==> src/rtl/disp_hole_filler_if.sv <==
// disp_hole_filler_if: pixel stream in, filtered stream out, with valid/ready on both sides.
interface disp_hole_filler_if #(
    parameter int disp_bits = 5
);
    logic [disp_bits+7:0] disp_conf_in;
    logic                 in_valid;
    logic                 in_ready;
    logic [7:0]           conf_thresh;
    logic [disp_bits-1:0] disp_out;
    logic                 filled_out;
    logic                 sof_out;
    logic                 eol_out;
    logic                 out_valid;
    logic                 out_ready;

    modport slave (
        input  disp_conf_in, in_valid, conf_thresh, out_ready,
        output in_ready, disp_out, filled_out, sof_out, eol_out, out_valid
    );

    modport master (
        output disp_conf_in, in_valid, conf_thresh, out_ready,
        input  in_ready, disp_out, filled_out, sof_out, eol_out, out_valid
    );
endinterface

==> src/rtl/disp_hole_filler.sv <==
// disp_hole_filler: confidence threshold, left-to-right hole fill and frame markers, one register stage.
// Define DISP_HOLE_FILL_EN to build the hold/fill logic; otherwise low-confidence pixels output 0.
module disp_hole_filler #(
    parameter int disp_bits        = 5,
    parameter int dec_frame_width  = 240,
    parameter int dec_frame_height = 135,
    parameter int max_hold         = 8
) (
    input logic clk,
    input logic reset,
    disp_hole_filler_if.slave s
);
    localparam int cw = $clog2(dec_frame_width);
    localparam int rw = $clog2(dec_frame_height);

    logic [cw-1:0]        col_q, col_d;
    logic [rw-1:0]        row_q, row_d;
    logic [7:0]           thresh_q, thresh_d, thr, conf;
    logic [disp_bits-1:0] disp, disp_q, disp_d, px_disp;
    logic valid_q, valid_d, filled_q, filled_d, sof_q, sof_d, eol_q, eol_d;
    logic acc, first, col_last, row_last, good, px_fill;

    assign conf       = s.disp_conf_in[7:0];
    assign disp       = s.disp_conf_in[disp_bits+7:8];
    assign s.in_ready = !valid_q || s.out_ready;
    assign acc        = s.in_valid && s.in_ready;
    assign s.out_valid  = valid_q;
    assign s.disp_out   = disp_q;
    assign s.filled_out = filled_q;
    assign s.sof_out    = sof_q;
    assign s.eol_out    = eol_q;

    always_comb begin
        first    = col_q == '0 && row_q == '0;
        thr      = first ? s.conf_thresh : thresh_q;
        good     = conf >= thr;
        col_last = col_q == cw'(dec_frame_width - 1);
        row_last = row_q == rw'(dec_frame_height - 1);
        col_d    = acc ? (col_last ? '0 : col_q + cw'(1)) : col_q;
        row_d    = acc && col_last ? (row_last ? '0 : row_q + rw'(1)) : row_q;
        thresh_d = acc && first ? s.conf_thresh : thresh_q;
        valid_d  = acc ? 1'b1 : (s.out_ready ? 1'b0 : valid_q);
        disp_d   = acc ? px_disp : disp_q;
        filled_d = acc ? px_fill : filled_q;
        sof_d    = acc ? first : sof_q;
        eol_d    = acc ? col_last : eol_q;
    end

    always_ff @(posedge clk or posedge reset) begin
        if (reset) begin
            col_q    <= '0;
            row_q    <= '0;
            thresh_q <= '0;
            valid_q  <= 1'b0;
            disp_q   <= '0;
            filled_q <= 1'b0;
            sof_q    <= 1'b0;
            eol_q    <= 1'b0;
        end else begin
            col_q    <= col_d;
            row_q    <= row_d;
            thresh_q <= thresh_d;
            valid_q  <= valid_d;
            disp_q   <= disp_d;
            filled_q <= filled_d;
            sof_q    <= sof_d;
            eol_q    <= eol_d;
        end
    end

`ifdef DISP_HOLE_FILL_EN
    localparam int hw = max_hold > 0 ? $clog2(max_hold + 1) : 1;

    logic [disp_bits-1:0] last_good_q, last_good_d;
    logic [hw-1:0]        hold_cnt_q, hold_cnt_d;
    logic                 hold_valid_q, hold_valid_d, fill;

    // A hold never crosses a row boundary: column 0 ignores any held value.
    always_comb begin
        fill         = !good && hold_valid_q && col_q != '0 && hold_cnt_q < hw'(max_hold);
        px_disp      = good ? disp : (fill ? last_good_q : '0);
        px_fill      = fill;
        last_good_d  = acc && good ? disp : last_good_q;
        hold_valid_d = acc ? (good || fill) : hold_valid_q;
        hold_cnt_d   = !acc ? hold_cnt_q : (good ? '0 : (fill ? hold_cnt_q + hw'(1) : hold_cnt_q));
    end

    always_ff @(posedge clk or posedge reset) begin
        if (reset) begin
            last_good_q  <= '0;
            hold_valid_q <= 1'b0;
            hold_cnt_q   <= '0;
        end else begin
            last_good_q  <= last_good_d;
            hold_valid_q <= hold_valid_d;
            hold_cnt_q   <= hold_cnt_d;
        end
    end
`else
    assign px_disp = good ? disp : '0;
    assign px_fill = 1'b0;
`endif
endmodule

==> src/flat_wrapper.sv <==
// flat-port wrapper written by rule: the top's interface ports become plain ports
module disp_hole_filler_flat 
#(
    parameter int disp_bits        = 5,
    parameter int dec_frame_width  = 240,
    parameter int dec_frame_height = 135,
    parameter int max_hold         = 8
)
  (clk, reset, s_disp_conf_in, s_in_valid, s_conf_thresh, s_out_ready, s_in_ready, s_disp_out, s_filled_out, s_sof_out, s_eol_out, s_out_valid);
  disp_hole_filler_if #(.disp_bits(disp_bits)) s_i ();
  input logic clk;
  input logic reset;
  input wire logic [$bits(s_i.disp_conf_in)-1:0] s_disp_conf_in;
  input wire logic [$bits(s_i.in_valid)-1:0] s_in_valid;
  input wire logic [$bits(s_i.conf_thresh)-1:0] s_conf_thresh;
  input wire logic [$bits(s_i.out_ready)-1:0] s_out_ready;
  output wire logic [$bits(s_i.in_ready)-1:0] s_in_ready;
  output wire logic [$bits(s_i.disp_out)-1:0] s_disp_out;
  output wire logic [$bits(s_i.filled_out)-1:0] s_filled_out;
  output wire logic [$bits(s_i.sof_out)-1:0] s_sof_out;
  output wire logic [$bits(s_i.eol_out)-1:0] s_eol_out;
  output wire logic [$bits(s_i.out_valid)-1:0] s_out_valid;
  assign s_i.disp_conf_in = s_disp_conf_in;
  assign s_i.in_valid = s_in_valid;
  assign s_i.conf_thresh = s_conf_thresh;
  assign s_i.out_ready = s_out_ready;
  assign s_in_ready = s_i.in_ready;
  assign s_disp_out = s_i.disp_out;
  assign s_filled_out = s_i.filled_out;
  assign s_sof_out = s_i.sof_out;
  assign s_eol_out = s_i.eol_out;
  assign s_out_valid = s_i.out_valid;
  disp_hole_filler #(.disp_bits(disp_bits), .dec_frame_width(dec_frame_width), .dec_frame_height(dec_frame_height), .max_hold(max_hold)) u_core (.clk(clk), .reset(reset), .s(s_i));
endmodule
==> config.mk <==
export PLATFORM = sky130hd
export DESIGN_NAME = disp_hole_filler_flat
export DESIGN_NICKNAME = d
export VERILOG_FILES = /design/src/rtl/disp_hole_filler_if.sv /design/src/rtl/disp_hole_filler.sv /design/src/flat_wrapper.sv
export SDC_FILE = /design/constraint.sdc
export NUM_CORES = 1
export LEC_CHECK = 0
export ABC_CLOCK_PERIOD_IN_PS = 2500
export BUFFER_PORTS_ARGS = -buffer_cell sky130_fd_sc_hd__buf_2
export CAP_MARGIN = 30
export CORE_MARGIN = 5
export CORE_UTILIZATION = 35
export CTS_CLUSTER_DIAMETER = 100
export DETAILED_ROUTE_END_ITERATION = 7
export SLEW_MARGIN = 20
export SYNTH_ARGS = -nofsm -noshare
export SYNTH_HDL_FRONTEND = slang
export SYNTH_SLANG_ARGS = --single-unit
==> constraint.sdc <==
create_clock -name clk -period 2.5 [get_ports clk]
set_input_delay 0.25 -clock clk [delete_from_list [all_inputs] [get_ports clk]]
set_output_delay 0.25 -clock clk [all_outputs]
set_load 0.05 [all_outputs]
==> results of run 1 <==
-- cells in the final DEF (no fill, tap or decap), types with 2 or more instances in the layout --
cell type,netlist,final
sky130_fd_sc_hd__buf_2,1,33
sky130_fd_sc_hd__dfrtp_1,32,32
sky130_fd_sc_hd__nand2_1,22,22
sky130_fd_sc_hd__buf_4,1,22
sky130_fd_sc_hd__ha_1,13,11
sky130_fd_sc_hd__mux2_2,10,9
sky130_fd_sc_hd__o21ai_0,9,9
sky130_fd_sc_hd__a21oi_1,9,9
sky130_fd_sc_hd__nand4_1,8,8
sky130_fd_sc_hd__mux2i_1,8,8
sky130_fd_sc_hd__clkbuf_8,0,7
sky130_fd_sc_hd__inv_1,9,6
sky130_fd_sc_hd__nor2_1,6,6
sky130_fd_sc_hd__nand3_1,6,6
sky130_fd_sc_hd__xnor2_1,5,5
sky130_fd_sc_hd__inv_2,1,4
sky130_fd_sc_hd__nor4_1,3,2
sky130_fd_sc_hd__or4_4,2,2
sky130_fd_sc_hd__nor3_1,2,2
sky130_fd_sc_hd__ha_4,0,2
-- metrics by stage --
step / utilization / setup WS [ps] / setup TNS (ps) / total power, mW
global placement: 0.442 / 83.3 / 0 / 1.08
finish: 0.488 / -22.8 / -87.1 / 1.54
global route: 0.488 / -202 / -995 / 1.64
floorplan: - / 35.7 / 0 / 0.928
detailed placement: 0.442 / -26.3 / -112 / 1.08
CTS: 0.478 / -38.2 / -172 / 1.54
-- worst min-delay path by stage --
stage | startpoint | end
after floorplan | s_in_valid | u_core.s.out_valid$_DFFE_PP0P_
after global placement | reset | u_core.thresh_q[5]$_DFFE_PP0P_
after detailed placement | reset | u_core.thresh_q[5]$_DFFE_PP0P_
after CTS | reset | u_core.row_q[6]$_DFFE_PP0P_
after global routing | reset | u_core.row_q[2]$_DFFE_PP0P_
final | reset | u_core.thresh_q[5]$_DFFE_PP0P_
-- flip-flops by register name, indices dropped and copies added, names as in the netlist --
signal,cells
u_core.col_q,8
u_core.row_q,8
u_core.s.disp_out,5
u_core.s.eol_out,1
u_core.s.out_valid,1
u_core.s.sof_out,1
u_core.thresh_q,8
-- layout make-up --
| class | instances | area [sq um] |
|---|---|---|
| clock buffer | 7 | 96.3 |
| fill | 488 | 2470 |
| inverter | 10 | 37.5 |
| multi-input combinational | 124 | 971 |
| sequential | 32 | 801 |
| tap | 67 | 83.8 |
| timing repair buffer | 57 | 362 |
-- logic make-up (layout without fill, tap and decap cells) --
kind of cell	after synthesis	in the layout
other cells	1	1
buf+inv	16	74
flops	32	32
simple gates	60	60
fa+ha+maj	13	13
mux	18	18
xor+xnor	6	6
compound gates	26	26
-- layer usage --
| layer | wire (um) | share of wire | vias to the layer above |
|---|---|---|---|
| met2 | 1810 | 0.45 | 34 |
| met1 | 1880 | 0.47 | 688 |
| met4 | 110 | 0.027 | 0 |
| li1 | - | - | 727 |
| met5 | 0 | 0 | - |
| met3 | 227 | 0.056 | 8 |
-- cell usage after synthesis, drive strengths merged --
| cell | instances |
|---|---|
| dfrtp | 32 |
| nand2 | 22 |
| ha | 13 |
| inv | 10 |
| mux2 | 10 |
| a21oi | 9 |
| o21ai | 9 |
| mux2i | 8 |
| nand4 | 8 |
| nand3 | 7 |
| nor2 | 7 |
| xnor2 | 6 |
| buf | 3 |
| clkbuf | 3 |
| nor4 | 3 |
| or4 | 3 |
| nand2b | 2 |
| nor3 | 2 |
| a2111oi | 1 |
| a21o | 1 |
| a31oi | 1 |
| and3 | 1 |
| and4 | 1 |
| conb | 1 |
| nand4b | 1 |
| nor2b | 1 |
| nor4bb | 1 |
| o2111a | 1 |
| o211ai | 1 |
| o21a | 1 |
| o31a | 1 |
| o31ai | 1 |
| or3 | 1 |
-- repair_timing --
item,in CTS,in global routing
setup endpoints to repair,5,5
pin swaps,4,5
gates resized for setup,9,2
setup buffers,2,3
-- worst max-delay path: cells and delay by family (launching register included) --
family	cells	cell delay [ps]
AO/OA/AOI/OAI	3	700
AND/OR/NAND/NOR	2	440
buffers and inverters	2	270
adder cells (fa/ha/maj)	2	460
flip-flops	1	390
multiplexers	1	120
-- power by group through the flow --
stage          Sequential [mW]  Clock, mW  Combinational, mW
6_report                 0.652      0.426              0.458
5_1_grt                  0.661      0.463              0.513
4_1_cts                  0.650      0.440              0.449
3_5_place_dp             0.657          0              0.428
3_3_place_gp             0.655          0              0.422
2_1_floorplan            0.711          0              0.217
==> impl_results.md, run 1 <==
* Status: complete, but fails checks
* Violations in the final reports: negative setup slack
* FF-to-FF End: u_core.s.disp_out[1]$_DFFE_PP0P_
* Initial DRC count at 124
* Transition time of the tightest slew-check pin at 683 ps
* Buffer type at the clock tree root: sky130_fd_sc_hd__clkbuf_8
* Internal Dissipation at roughly 1.1 mW
* Total of buffers placed on input and output ports at 33
* Overall fraction of global-route tracks in use at 0.137
* Comb pwr share at 0.298
* Placed cell count at 285
* Num CTS Buffers at 5
* Pwr Density at approximately 650 mW/mm^2
* Post-synthesis cell type with the largest combined area: sky130_fd_sc_hd__dfrtp_1
* FF-to-FF setup slack at -20 ps
* Fmax at 0.396 GHz
* Share of power burned in registers at 0.425
* Final Hold Fails at 0
* ANT nets after route at 0
* Count of different cell masters after synthesis at just over 40
* Setup-violating endpoint count in the final report at 5
* DRC violations left at 0
* Share of the synthesized area in compound gates (AO/OA/AOI/OAI) at 0.0877
* Type of destination of the critical path: flip-flop
* Pins Over Slew Limit at 0
* Avg Inst Size Synth at around 10 sq um
* Number of cells on the worst reg-to-reg path at 10
* Inserted Diodes at 0
* CP max-delay cell: sky130_fd_sc_hd__dfrtp_1
* Final wirelength at ~4000 um
* Initial core utilization at 0.367
* Global routing met2 resource utilization at 0.195
* Final setup skew at between 4 and 5 ps
* Net count, final at about 270
* RSZ-0062 raised after global routing: true
* Critical path startpoint category: flip-flop
* Core ar. at 0.00482 sq mm
* Min Hold Slack at 41.7 ps
* Share of synthesized area occupied by flip-flops and latches at 0.453
* WL/cell at approximately 14 um
* Clock-pin transition on the worst setup and hold timing paths at 60 ps
* Placed instance area at between 0.002 and 0.0025 sq mm
* Post-synthesis instance area at roughly 0.0018 sq mm
* Proportion of power drawn by the clock network at 0.277
* Maximum number of pins on one net before global-route repair at 33
* Worst slew slack as a fraction of its limit at 0.543
* Crit Reg-Reg Startpoint: u_core.row_q[1]$_DFFE_PP0P_
* Switching Share at 0.313
* Pre-Repair DR Iteration Count at 5
* Total number of H-tree levels at 2
* Synth Register Bits at 32
* Vias in the first global route at between 1000 and 1500
* Critical path class: reg2reg
* Post-Syn Instances at approximately 170
* First-pass GRT wire length at just under 7000 um
* Final HPWL from detailed placement at between 3000 and 4000 um
* Combinational family with the most area after synthesis: simple AND/OR/NAND/NOR gates
* Worst-case setup margin in the final layout at -22.8 ps
* Vias at roughly 1500
* Area share of the largest cell type after synthesis at 0.453
* Count of pins on the block boundary at 35
* Max-cap viol count at 0
* Hold-fix buffer count after cts at 0
* Post-route design area at 0.00235 sq mm
* Vertical die dimension at 81.1 um
* Clock tree from TritonCTS: built
* Deepest clock path buffer count at 2
* VDD IR max at between 300 and 400 uV
* Beginning of the critical path: u_core.row_q[1]$_DFFE_PP0P_
* Number of clock sinks at 32
* Capture point of the critical path: u_core.s.disp_out[1]$_DFFE_PP0P_
* Overall die area at roughly 0.0066 sq mm
* Leakage component of the power at approximately 1.1 nW
* Grt total ovfl at 0
* Worst-path cell chain: inv_2 -> ha_4 -> nor4bb_4 -> nand4_1 -> buf_6 -> mux2i_1 -> ha_1 -> a2111oi_4 -> o31a_1 -> a21oi_1
* Routability-driven placement congestion ratio at about 0.78
* Width of the die at 81.1 um
* Minimum period implied by the final worst setup slack at approximately 2500 ps
* Via density at 4.91
* Synth Area in XOR/XNOR at 0.0339
* Warning count from the yosys run at 0
* M1 GR Usage at 0.184
* Worst-skew pair later-pin latency at approximately 280 ps
* Antenna violations before repair at 0
* Share of cell area taken by muxes after synthesis at 0.109
* Met3 GRT Util at 0.0366
* Number of cell rows at 25
* Area share of fa/ha/maj cells after synthesis at 0.0919
* Share of cells above drive strength 1 at 0.391
* CP Data Required Time at approximately 2700 ps
* Sw Pwr at between 0.4 and 0.5 mW
* CP arrival at 2690 ps
* Ratio of final minimum period to clock period at 1.01
* Slowest stage delay, CP at roughly 390 ps
* Post-route non-filler standard cell count at 297
* Largest driver fanout on the critical path at 6
* Area contributors post-synth: sky130_fd_sc_hd__dfrtp_1, sky130_fd_sc_hd__ha_1, sky130_fd_sc_hd__mux2_2
* Net count after synthesis at 210
* Synthesized-area fraction occupied by and/or/nand/nor cells at 0.181
* Grt peak-use layer: met2
* Hold crit path type: in2async
* Post-synthesis to final-layout area growth at 32.9%
No activity file was read; power rests on OpenSTA's default activity.
==> inputs of run 2 (changes only) <==
ABC_AREA = 1   (was default)
SKIP_LAST_GASP = 1   (was default)
==> run 2 against run 1 <==
Effect of this change: the run now ends clean; combinational power fell by 24%; synthesized cell count increased by 58%; critical path depth rose by 4; register-to-register slack improved by 290 ps; non-clock buffer count down 20; wire length is 2.5% higher; hold slack got worse by 34 ps; fmax up 13%; utilization shrank 6.2 points; largest cell class unchanged.
==> impl_results.md, run 2 <==
* Final wirelength at 4130 um (was 4030 um)
* Placed instance area at 0.00225 sq mm (was 0.00213 sq mm)
* Via density at 4.55 (was 4.91)
* Vias in the first global route at 1658 (was 1476)
* Area contributors post-synth: sky130_fd_sc_hd__dfrtp_1, sky130_fd_sc_hd__nand2_1, sky130_fd_sc_hd__ha_1 (was sky130_fd_sc_hd__dfrtp_1, sky130_fd_sc_hd__ha_1, sky130_fd_sc_hd__mux2_2)
* Number of synthesized flops with an enable pin at 0 (unchanged)
* Kind of cell adding the most delay to the critical path: simple AND/OR/NAND/NOR gates (was compound AO/OA/AOI/OAI gates)
* Leakage component of the power at 1.31 nW (was 1.14 nW)
* Avg Inst Size Synth at 7.49 sq um (was 10.3 sq um)
* Final setup skew at 2.97 ps (was 4.46 ps)
* Clock tree from TritonCTS: built (unchanged)
* Final Hold Fails at 0 (unchanged)
* Pwr Density at 634 mW/mm^2 (was 653 mW/mm^2)
* Utilization after layout at 0.426 (was 0.488)
* Ratio of final minimum period to clock period at 0.895 (was 1.01)
* RSZ-0062 raised after global routing: false (was true)
* Post-synthesis instance area at 0.00203 sq mm (was 0.00177 sq mm)
* FF-to-FF setup slack at 260 ps (was -20 ps)
* Pre-Repair DR Iteration Count at 4 (was 5)
* Cell with the most instances after synthesis: sky130_fd_sc_hd__nand2_1 (was sky130_fd_sc_hd__dfrtp_1)
* Core ar. at 0.00557 sq mm (was 0.00482 sq mm)
* Async S/R FF share, synth at 1.00 (unchanged)
* Initial core utilization at 0.364 (was 0.367)
* Count of different cell masters after synthesis at 27 (was 41)
* Number of clock sinks at 32 (unchanged)
* Maximum number of pins on one net before global-route repair at 20 (was 33)
* Net count, final at 346 (was 268)
* Antenna violations before repair at 0 (unchanged)
* Status: complete, no violations (was complete, but fails checks)
* Share of synthesized area occupied by flip-flops and latches at 0.394 (was 0.453)
* ANT nets after route at 0 (unchanged)
* Post-Syn Instances at 271 (was 172)
* Inserted Diodes at 0 (unchanged)
* Commonest cells after routing, fill and taps aside: sky130_fd_sc_hd__nand2_1, sky130_fd_sc_hd__inv_1, sky130_fd_sc_hd__buf_2 (was sky130_fd_sc_hd__buf_2, sky130_fd_sc_hd__dfrtp_1, sky130_fd_sc_hd__nand2_1, sky130_fd_sc_hd__buf_4, sky130_fd_sc_hd__ha_1)
* Grt total ovfl at 0 (unchanged)
* Post-synthesis to final-layout area growth at 16.8% (was 32.9%)
* Critical path startpoint category: flip-flop (unchanged)
* Worst slew slack as a fraction of its limit at 0.620 (was 0.543)
* Warning count from the yosys run at 0 (unchanged)
* Type of destination of the critical path: flip-flop (unchanged)
* Width of the die at 86.2 um (was 81.1 um)
* Net count after synthesis at 309 (was 210)
* Biggest regs: u_core.col_q: 8 flops, u_core.row_q: 8 flops, u_core.thresh_q: 8 flops (unchanged)
* CP dominant cell by count: sky130_fd_sc_hd__nand2_1
* Total number of H-tree levels at 2 (unchanged)
* Num CTS Buffers at 5 (unchanged)
* Fmax at 0.447 GHz (was 0.396 GHz)
* Vertical die dimension at 86.2 um (was 81.1 um)
* Post-synthesis cell type with the largest combined area: sky130_fd_sc_hd__dfrtp_1 (unchanged)
* Final HPWL from detailed placement at 3150 um (was 3020 um)
* Vias at 1735 (was 1457)
* Proportion of power drawn by the clock network at 0.332 (was 0.277)
* Deepest clock path buffer count at 2 (unchanged)
* Bufs and invs on worst path at 3 (was 2)
* Internal Dissipation at 0.994 mW (was 1.06 mW)
* WL/cell at 10.8 um (was 13.6 um)
* Number of cell rows at 27 (was 25)
* Transition time of the tightest slew-check pin at 570 ps (was 683 ps)
* Critical path class: reg2reg (unchanged)
* Overall die area at 0.00743 sq mm (was 0.00658 sq mm)
* Overall fraction of global-route tracks in use at 0.118 (was 0.137)
* Routability-driven placement congestion ratio at 0.764 (was 0.782)
* Post-route design area at 0.00237 sq mm (was 0.00235 sq mm)
* Max-cap viol count at 0 (unchanged)
* Hold crit path type: in2async (unchanged)
* VDD IR max at 220 uV (was 377 uV)
* Most common cell after layout, fill and taps aside: sky130_fd_sc_hd__nand2_1 (was sky130_fd_sc_hd__buf_2)
* Setup-violating endpoint count in the final report at 0 (was 5)
* Sw Pwr at 0.510 mW (was 0.480 mW)
* Count of pins on the block boundary at 35 (unchanged)
* Top FF cell, synth: sky130_fd_sc_hd__dfrtp_1 (unchanged)
* Minimum period implied by the final worst setup slack at 2240 ps (was 2520 ps)
* CP max-delay cell: sky130_fd_sc_hd__dfrtp_1 (unchanged)
* Share of cells above drive strength 1 at 0.197 (was 0.391)
* Total Negative Setup Slacks at 0 ps (was -87.1 ps)
* Worst-path cell chain: inv_1 -> ha_1 -> nand2_1 -> nor2_4 -> buf_4 -> nand3_1 -> nand2_1 -> inv_1 -> ha_1 -> a21oi_1 -> o21a_1 -> nand2_1 -> nand2_1 -> nand2_1 (was inv_2 -> ha_4 -> nor4bb_4 -> nand4_1 -> buf_6 -> mux2i_1 -> ha_1 -> a2111oi_4 -> o31a_1 -> a21oi_1)
* First-pass GRT wire length at 7160 um (was 6800 um)
* CP arrival at 2410 ps (was 2690 ps)
* Clock-pin transition on the worst setup and hold timing paths at 70 ps (was 60 ps)
* Comb pwr share at 0.230 (was 0.298)
* Switching Share at 0.339 (was 0.313)
* Synth Register Bits at 32 (unchanged)
* Buffer type at the clock tree root: sky130_fd_sc_hd__clkbuf_8 (unchanged)
* Share of power burned in registers at 0.438 (was 0.425)
* CP Data Required Time at 2680 ps (was 2660 ps)
* Min Hold Slack at 7.94 ps (was 41.7 ps)
* Area share of the largest cell type after synthesis at 0.394 (was 0.453)
* Largest driver fanout on the critical path at 11 (was 6)
* Slowest stage delay, CP at 420 ps (was 390 ps)
* Total of buffers placed on input and output ports at 33 (unchanged)
* Synth top cells by count: sky130_fd_sc_hd__nand2_1, sky130_fd_sc_hd__inv_1, sky130_fd_sc_hd__dfrtp_1, sky130_fd_sc_hd__nand3_1, sky130_fd_sc_hd__nand4_1 (was sky130_fd_sc_hd__dfrtp_1, sky130_fd_sc_hd__nand2_1, sky130_fd_sc_hd__ha_1, sky130_fd_sc_hd__mux2_2)
* Initial DRC count at 60 (was 124)
* Total power draw at 1.50 mW (was 1.54 mW)
* Worst-skew pair later-pin latency at 280 ps (about the same)
* Pins Over Slew Limit at 0 (unchanged)
* Hold-fix buffer count after cts at 0 (unchanged)
* DRC violations left at 0 (unchanged)
## run 2: metrics by stage
step	setup WS (ps)	std cells
final	262	381
after global routing	26.6	381
after CTS	157	380
after detailed placement	168	372
after global placement	208	372
after floorplan	396	271
## run 2: cells by family (layout without fill, tap and decap cells)
logic type | count (synthesis) | after routing | synth area share
AND/OR/NAND/NOR | 152 | 152 | 0.351
buffers and inverters | 49 | 87 | 0.105
flip-flops | 32 | 32 | 0.394
AO/OA/AOI/OAI | 21 | 21 | 0.0548
adder cells (fa/ha/maj) | 13 | 13 | 0.0801
XOR/XNOR | 3 | 3 | 0.0129
other | 1 | 1 | 0.00185
## run 2: timing repair
| action | in CTS | in global routing |
|---|---|---|
| buffers inserted | 0 | 1 |
| endpoints found under the setup margin | 0 | 5 |
| gates resized for setup | 0 | 0 |
## run 2: cell type report
class / instances / area (sq um)
clock buffers: 5 / 68.8
multi-input cells: 190 / 1020
fillers: 575 / 3200
flip-flops and latches: 32 / 801
well taps: 72 / 90.1
inverters: 42 / 158
repair buffers: 37 / 195
clock inverters: 3 / 42.5
## run 2: power groups by stage
stage / clock (mW) / sequential, mW / combinational [mW]
6_report: 0.499 / 0.659 / 0.347
5_1_grt: 0.538 / 0.668 / 0.401
4_1_cts: 0.515 / 0.658 / 0.351
3_5_place_dp: 0 / 0.668 / 0.349
3_3_place_gp: 0 / 0.667 / 0.341
2_1_floorplan: 0 / 0.701 / 0.223
## run 2: path summary, 6_finish.rpt
path,startpoint,end,cells past startpoint
setup / recovery,u_core.col_q[0]$_DFFE_PP0P_,u_core.s.disp_out[3]$_DFFE_PP0P_,14
hold / removal,reset,u_core.col_q[6]$_DFFE_PP0P_,2
setup reg to reg,u_core.col_q[0]$_DFFE_PP0P_,u_core.s.disp_out[3]$_DFFE_PP0P_,14
hold reg to reg,u_core.thresh_q[1]$_DFFE_PP0P_,u_core.thresh_q[1]$_DFFE_PP0P_,2
max in group asynchronous,reset,u_core.thresh_q[1]$_DFFE_PP0P_,3
min in group clk,s_conf_thresh[3],u_core.thresh_q[3]$_DFFE_PP0P_,3
## run 2: per-layer routing
| layer | global-route usage | share of wire | vias up |
|---|---|---|---|
| li1 | - | - | 932 |
| met1 | 0.153 | 0.49 | 764 |
| met2 | 0.189 | 0.43 | 33 |
| met3 | 0.0323 | 0.065 | 6 |
| met4 | 0.0411 | 0.014 | 0 |
| met5 | 0 | 0 | - |
